## src/rtl/usb_pkg.sv

```systemverilog
// Shared USB PID encodings and the IN-sequencer state type.
package usb_pkg;

    localparam logic [3:0] PID_IN    = 4'b1001;
    localparam logic [3:0] PID_SETUP = 4'b1101;
    localparam logic [3:0] PID_DATA0 = 4'b0011;
    localparam logic [3:0] PID_DATA1 = 4'b1011;
    localparam logic [3:0] PID_ACK   = 4'b0010;
    localparam logic [3:0] PID_NAK   = 4'b1010;
    localparam logic [3:0] PID_STALL = 4'b1110;

    typedef enum logic [1:0] {
        IDLE,
        START,
        WAIT_TX,
        WAIT_HS
    } state_e;

endpackage

```

## src/rtl/usb_turnaround_timer.sv

```systemverilog
// Handshake turnaround down-counter: load to TIMEOUT_CYC-1, count while run, expired at zero.
// Latency: load/run act on the next edge; expired is decoded from the registered count.
// Backpressure: none; deasserting run freezes the count.
module usb_turnaround_timer #(
    parameter int  TIMEOUT_CYC = 72,
    localparam int CNT_W       = $clog2(TIMEOUT_CYC + 1)
) (
    input  logic clk,
    input  logic rst,
    input  logic load,
    input  logic run,
    output logic expired
);

    logic [CNT_W-1:0] cnt;

    always_ff @(posedge clk or posedge rst) begin
        if (rst) begin
            cnt <= '0;
        end else if (load) begin
            cnt <= CNT_W'(TIMEOUT_CYC - 1);
        end else if (run && cnt != '0) begin
            cnt <= cnt - 1'b1;
        end
    end

    assign expired = (cnt == '0);

endmodule

```

## src/rtl/usb_in_ep_ctrl.sv

```systemverilog
// Device IN-transaction sequencer: picks DATA0/1, NAK or STALL per IN token and tracks toggles.
// Latency: token at cycle N -> tx_start_o at N+1; ack/rewind one cycle after handshake or expiry.
// Backpressure: none; tokens arriving while busy are dropped (tok_drop_o), the host retries.
module usb_in_ep_ctrl
    import usb_pkg::*;
#(
    parameter int  NUM_EP      = 4,
    parameter int  LEN_W       = 7,
    parameter int  TIMEOUT_CYC = 72,
    localparam int EP_W        = (NUM_EP > 1) ? $clog2(NUM_EP) : 1
) (
    input  logic                    SIE_clk,
    input  logic                    Rst,
    input  logic                    tok_valid_i,
    input  logic [3:0]              tok_pid_i,
    input  logic [3:0]              tok_ep_i,
    input  logic [NUM_EP-1:0]       ep_ready_i,
    input  logic [NUM_EP-1:0]       ep_stall_i,
    input  logic [NUM_EP*LEN_W-1:0] ep_len_i,
    input  logic                    hs_valid_i,
    input  logic [3:0]              hs_pid_i,
    input  logic                    tx_done_i,
    output logic                    tx_start_o,
    output logic [3:0]              tx_pid_o,
    output logic [EP_W-1:0]         tx_ep_o,
    output logic [LEN_W-1:0]        tx_len_o,
    output logic [NUM_EP-1:0]       ep_ack_o,
    output logic [NUM_EP-1:0]       ep_rewind_o,
    output logic [NUM_EP-1:0]       toggle_o,
    output logic                    tok_drop_o,
    output logic                    busy_o
);

    state_e           state;
    logic             is_data;
    logic [EP_W-1:0]  tok_ep;
    logic [LEN_W-1:0] tok_len;
    logic             tok_in;
    logic             tok_setup;
    logic             tok_ep_ok;
    logic             setup_same_ep;
    logic             hs_ack;
    logic             timer_load;
    logic             timer_expired;

    assign tok_in        = tok_valid_i && (tok_pid_i == PID_IN);
    assign tok_setup     = tok_valid_i && (tok_pid_i == PID_SETUP);
    assign tok_ep_ok     = int'(tok_ep_i) < NUM_EP;
    assign tok_ep        = tok_ep_i[EP_W-1:0];
    assign setup_same_ep = tok_setup && tok_ep_ok && (tok_ep == tx_ep_o);
    assign hs_ack        = hs_valid_i && (hs_pid_i == PID_ACK);
    assign timer_load    = (state == WAIT_TX) && tx_done_i && is_data;
    assign busy_o        = (state != IDLE);

    always_comb begin
        tok_len = '0;
        for (int i = 0; i < NUM_EP; i++) begin
            if (tok_ep == EP_W'(i)) begin
                tok_len = ep_len_i[i*LEN_W +: LEN_W];
            end
        end
    end

    usb_turnaround_timer #(
        .TIMEOUT_CYC (TIMEOUT_CYC)
    ) u_timer (
        .clk     (SIE_clk),
        .rst     (Rst),
        .load    (timer_load),
        .run     (state == WAIT_HS),
        .expired (timer_expired)
    );

    always_ff @(posedge SIE_clk or posedge Rst) begin
        if (Rst) begin
            state       <= IDLE;
            is_data     <= 1'b0;
            tx_start_o  <= 1'b0;
            tx_pid_o    <= '0;
            tx_ep_o     <= '0;
            tx_len_o    <= '0;
            ep_ack_o    <= '0;
            ep_rewind_o <= '0;
            toggle_o    <= '0;
            tok_drop_o  <= 1'b0;
        end else begin
            tx_start_o  <= 1'b0;
            ep_ack_o    <= '0;
            ep_rewind_o <= '0;
            tok_drop_o  <= 1'b0;

            case (state)
                IDLE: begin
                    if (tok_in && tok_ep_ok) begin
                        tx_ep_o    <= tok_ep;
                        tx_start_o <= 1'b1;
                        state      <= START;
                        if (ep_stall_i[tok_ep]) begin
                            tx_pid_o <= PID_STALL;
                            tx_len_o <= '0;
                            is_data  <= 1'b0;
                        end else if (ep_ready_i[tok_ep]) begin
                            tx_pid_o <= toggle_o[tok_ep] ? PID_DATA1 : PID_DATA0;
                            tx_len_o <= tok_len;
                            is_data  <= 1'b1;
                        end else begin
                            tx_pid_o <= PID_NAK;
                            tx_len_o <= '0;
                            is_data  <= 1'b0;
                        end
                    end
                end
                START: begin
                    tok_drop_o <= tok_in;
                    state      <= WAIT_TX;
                end
                WAIT_TX: begin
                    tok_drop_o <= tok_in;
                    if (tx_done_i) begin
                        state <= is_data ? WAIT_HS : IDLE;
                    end
                end
                WAIT_HS: begin
                    // A new token means the host gave up on this handshake.
                    if (tok_in || setup_same_ep) begin
                        ep_rewind_o[tx_ep_o] <= 1'b1;
                        tok_drop_o           <= tok_in;
                        state                <= IDLE;
                    end else if (hs_valid_i) begin
                        if (hs_ack) begin
                            ep_ack_o[tx_ep_o] <= 1'b1;
                            toggle_o[tx_ep_o] <= ~toggle_o[tx_ep_o];
                        end else begin
                            ep_rewind_o[tx_ep_o] <= 1'b1;
                        end
                        state <= IDLE;
                    end else if (timer_expired) begin
                        ep_rewind_o[tx_ep_o] <= 1'b1;
                        state                <= IDLE;
                    end
                end
                default: state <= IDLE;
            endcase

            // Placed last so a SETUP overrides an ACK flip on the same endpoint.
            if (tok_setup && tok_ep_ok) begin
                toggle_o[tok_ep] <= 1'b1;
            end
        end
    end

endmodule

```

## config.mk

```make
export PLATFORM = sky130hd
export DESIGN_NAME = usb_in_ep_ctrl
export DESIGN_NICKNAME = d
export VERILOG_FILES = /design/src/rtl/usb_pkg.sv /design/src/rtl/usb_turnaround_timer.sv /design/src/rtl/usb_in_ep_ctrl.sv
export SDC_FILE = /design/constraint.sdc
export NUM_CORES = 1
export LEC_CHECK = 0
export ABC_AREA = 1
export BUFFER_PORTS_ARGS = -buffer_cell sky130_fd_sc_hd__buf_2
export CAP_MARGIN = 10
export CORE_UTILIZATION = 45
export CTS_BUF_LIST = sky130_fd_sc_hd__clkbuf_8
export DETAILED_ROUTE_END_ITERATION = 10
export PLACE_DENSITY = 0.75
export SLEW_MARGIN = 30
export SYNTH_ARGS = -nofsm -noshare
export SYNTH_HDL_FRONTEND = slang
export SYNTH_SLANG_ARGS = --single-unit
export TNS_END_PERCENT = 100
```

## constraint.sdc

```tcl
create_clock -name SIE_clk -period 1.5 [get_ports SIE_clk]
set_input_delay 0.225 -clock SIE_clk [delete_from_list [all_inputs] [get_ports SIE_clk]]
set_output_delay 0.225 -clock SIE_clk [all_outputs]
set_load 0.01 [all_outputs]
```

==> results.toml <==
[sta]
slew_violations = 0
relSlewSlack_pct = 69.98
fin_crit_sh_pct = 96.26
setup_viol = 0
period_minus_slack_ps = 1444
rsz0062_at_grt = "true"
finalHoldWorstSlack_ps = 23.56
timing.fmax_mhz = 692.6
finalClockSkew_ps = 5.776
hold_viol = 0
tightestPinTransition_ps = 450.3

[synthesis]
seq_area_frac_synth_pct = 44.01
yosysWarnings = 0
synth.area.top_cells = "dfrtp_1 (44%), nand2_1 (17%), nor2_1 (6.8%)"
synth_nets = 341
yosysUniqueCellTypes = 26
synthCells = 284
yosys.area.top_type = "dfrtp_1"
synthesis.area_um2 = 2047
syn_avg_cell_area_um2 = 7.208
synth-seq-cells = 36
synth_top_area_share_pct = 44.01

[placed_design]
io_buffers = 80
dp_hpwl_mm = 3.849
place.gp.congestion = 0.8861
post-place-cells = 423
postPlaceCellArea_um2 = 2565

[route]
via_per_inst = 4.926
vias = 2143
first_pass_iters = 4
routedWlPerCell_um = 11.44
drc_errors = 0
drt_wl_total_mm = 4.976
drt_iter0_drc = 143
ant_nets = 0

[global_routing]
grtUsageTotal_pct = 22.12
antenna_found_initial = 0
grt_first_pass_wirelength_mm = 8.562
grt_pass1_vias = 2020
grt_max_degree = 37
gr-total-overflow = 0

[critical_path]
cp_max_fo = 4
critPathMaxStageDelay_ps = 410
critPathSlowestCell = "dfrtp_1"
rrSetupSlack_ps = 60
cp-start-kind = "flip-flop"
criticalPathCategory = "flip-flop to primary output"
cp_cell_sequence = "inv_1, ha_4, inv_1, buf_2"
cp.required_ps = 1270
crit_path_end_kind = "primary output"
critPathArrivalTime_ps = 1220
cp_common_cell = "inv_1"

[run_status]
status = "completed"

[clock_tree]
worst_skew_pair.late_latency_ps = 290
htreeDepth = 2
cts_buffers = 5
clockBufferDepth = 2
cts_sinks = 36
path_clk_slew_ps = 80
cts_tree = "yes"
cts_root_buf = "clkbuf_8"

[power_and_ir_drop]
ir_worst_vdd_uv = 503.5
p_leak_nw = 1.523
p_total_mw = 3.366
cellPowerDensity_nw_per_um2 = 1218

[die]
ios = 81
floorplan.die_area_um2 = 4823
initial_core_util_pct = 47.01
design.core.area_um2 = 4354
num_rows = 24
die_h_um = 69.45
die_w_um = 69.45

[finish]
n_antenna_cell = 0
fin_cells = 435
drive_gt1_share_pct = 35.25
final_util_pct = 63.45
design_area_um2 = 2763
area_delta_synth_final_pct = 34.96
final_nets = 439

[job]
maxCapViolCount = 0

[min_path]
min_path_type = "input port to async pin"
sequential cells by signal, summed over array words and instances, names as in the netlist:
name / flops
ep_rewind_o: 4
toggle_o: 4
tx_len_o: 7
tx_ep_o: 2
tx_pid_o: 4
ep_ack_o: 4
tx_start_o: 1
state: 2
tok_drop_o: 1
u_timer.cnt: 7
layout by cell type (no fill, tap or decap), drive strengths merged, types with 2 or more instances in the layout:
master / Yosys / layout
o21ai: 32 / 32
buf: 3 / 95
dfrtp: 36 / 36
or2: 2 / 2
nand3: 21 / 21
clkbuf: 1 / 5
inv: 30 / 30
nor2: 41 / 41
nand2: 97 / 97
ha: 4 / 4
nand4: 8 / 8
a21oi: 4 / 4
power by group:
group	internal, mW	total (mW)	switching, mW	leakage [nW]
Sequential	1.15	1.32	0.165	0.476
Combinational	0.519	1.20	0.684	0.993
Clock	0.492	0.845	0.353	0.0541
layout make-up:
type	count	area, um^2
timing repair buffer	95	513.0
tap	52	65.06
multi-input combinational	214	1056
sequential	36	902.1
fill	405	1592
clock buffer	5	68.82
clock inverter	3	42.54
inverter	30	115.1
path summary, 6_finish.rpt:
check                                            from                       end  cells after the start
setup reg to reg           u_timer.cnt[1]$_DFFE_PP0P_      state[1]$_DFFE_PP0P_                     11
min in group SIE_clk                     ep_len_i[22]   tx_len_o[1]$_DFFE_PP0P_                      3
max in group asynchronous                         Rst    tx_ep_o[1]$_DFFE_PP0P_                      3
hold / removal                                    Rst  ep_rewind_o[2]$_DFF_PP0_                      3
setup / recovery                 state[0]$_DFFE_PP0P_                    busy_o                      4
hold reg to reg               tx_len_o[2]$_DFFE_PP0P_   tx_len_o[2]$_DFFE_PP0P_                      2
routing by layer:
metal	global-route usage, %	part of all wire, %	wire length (um)	up-vias
li1	-	-	-	1103
met1	27.10	43	2121	952
met2	38.19	50	2486	82
met3	4.506	5.8	291	6
met4	8.390	1.5	76	0
met5	0	0	0	-
kinds of logic after synthesis:
group	synth area share (%)
simple gates	36.49
xor+xnor	0.4280
buf+inv	7.090
compound gates	9.536
fa+ha+maj	2.445
flops	44.01
per-stage QoR:
step | setup slack [ps] | TNS [ps]
2_1_floorplan | 98.92 | 0
3_5_place_dp | 12.93 | 0
3_3_place_gp | 53.57 | 0
4_1_cts | 27.52 | 0
6_report | 56.07 | 0
5_1_grt | -33.68 | -143.3
what timing repair did:
item                                   CTS  global route
endpoints found under the hold margin    0             0
setup endpoints to repair                1            20
pin swaps                                0             6
hold buffers                             0             0
gates resized for setup                  1            17
setup buffers                            0             4
Yosys cell counts:
library cell	count
nand2_2	2
o31ai_1	1
nand2_4	1
inv_2	1
buf_4	2
o211ai_1	1
clkbuf_1	1
nand3_2	3
nand2_1	94
nand3b_1	1
nand4_2	1
o21ai_1	7
nand3_1	18
a21oi_1	4
or2_2	2
inv_4	1
nor2_1	37
buf_6	1
o21ai_0	25
dfrtp_1	36
nor3_2	1
xor2_1	1
ha_1	4
nand4_1	7
inv_1	28
nor2_2	4
critical path: cells and delay by family, from the launching register on:
family,cells,cell delay (ps)
DFF,1,410
buffers and inverters,3,350
adders and majority gates,1,170
(Power assumes the default switching activity.)
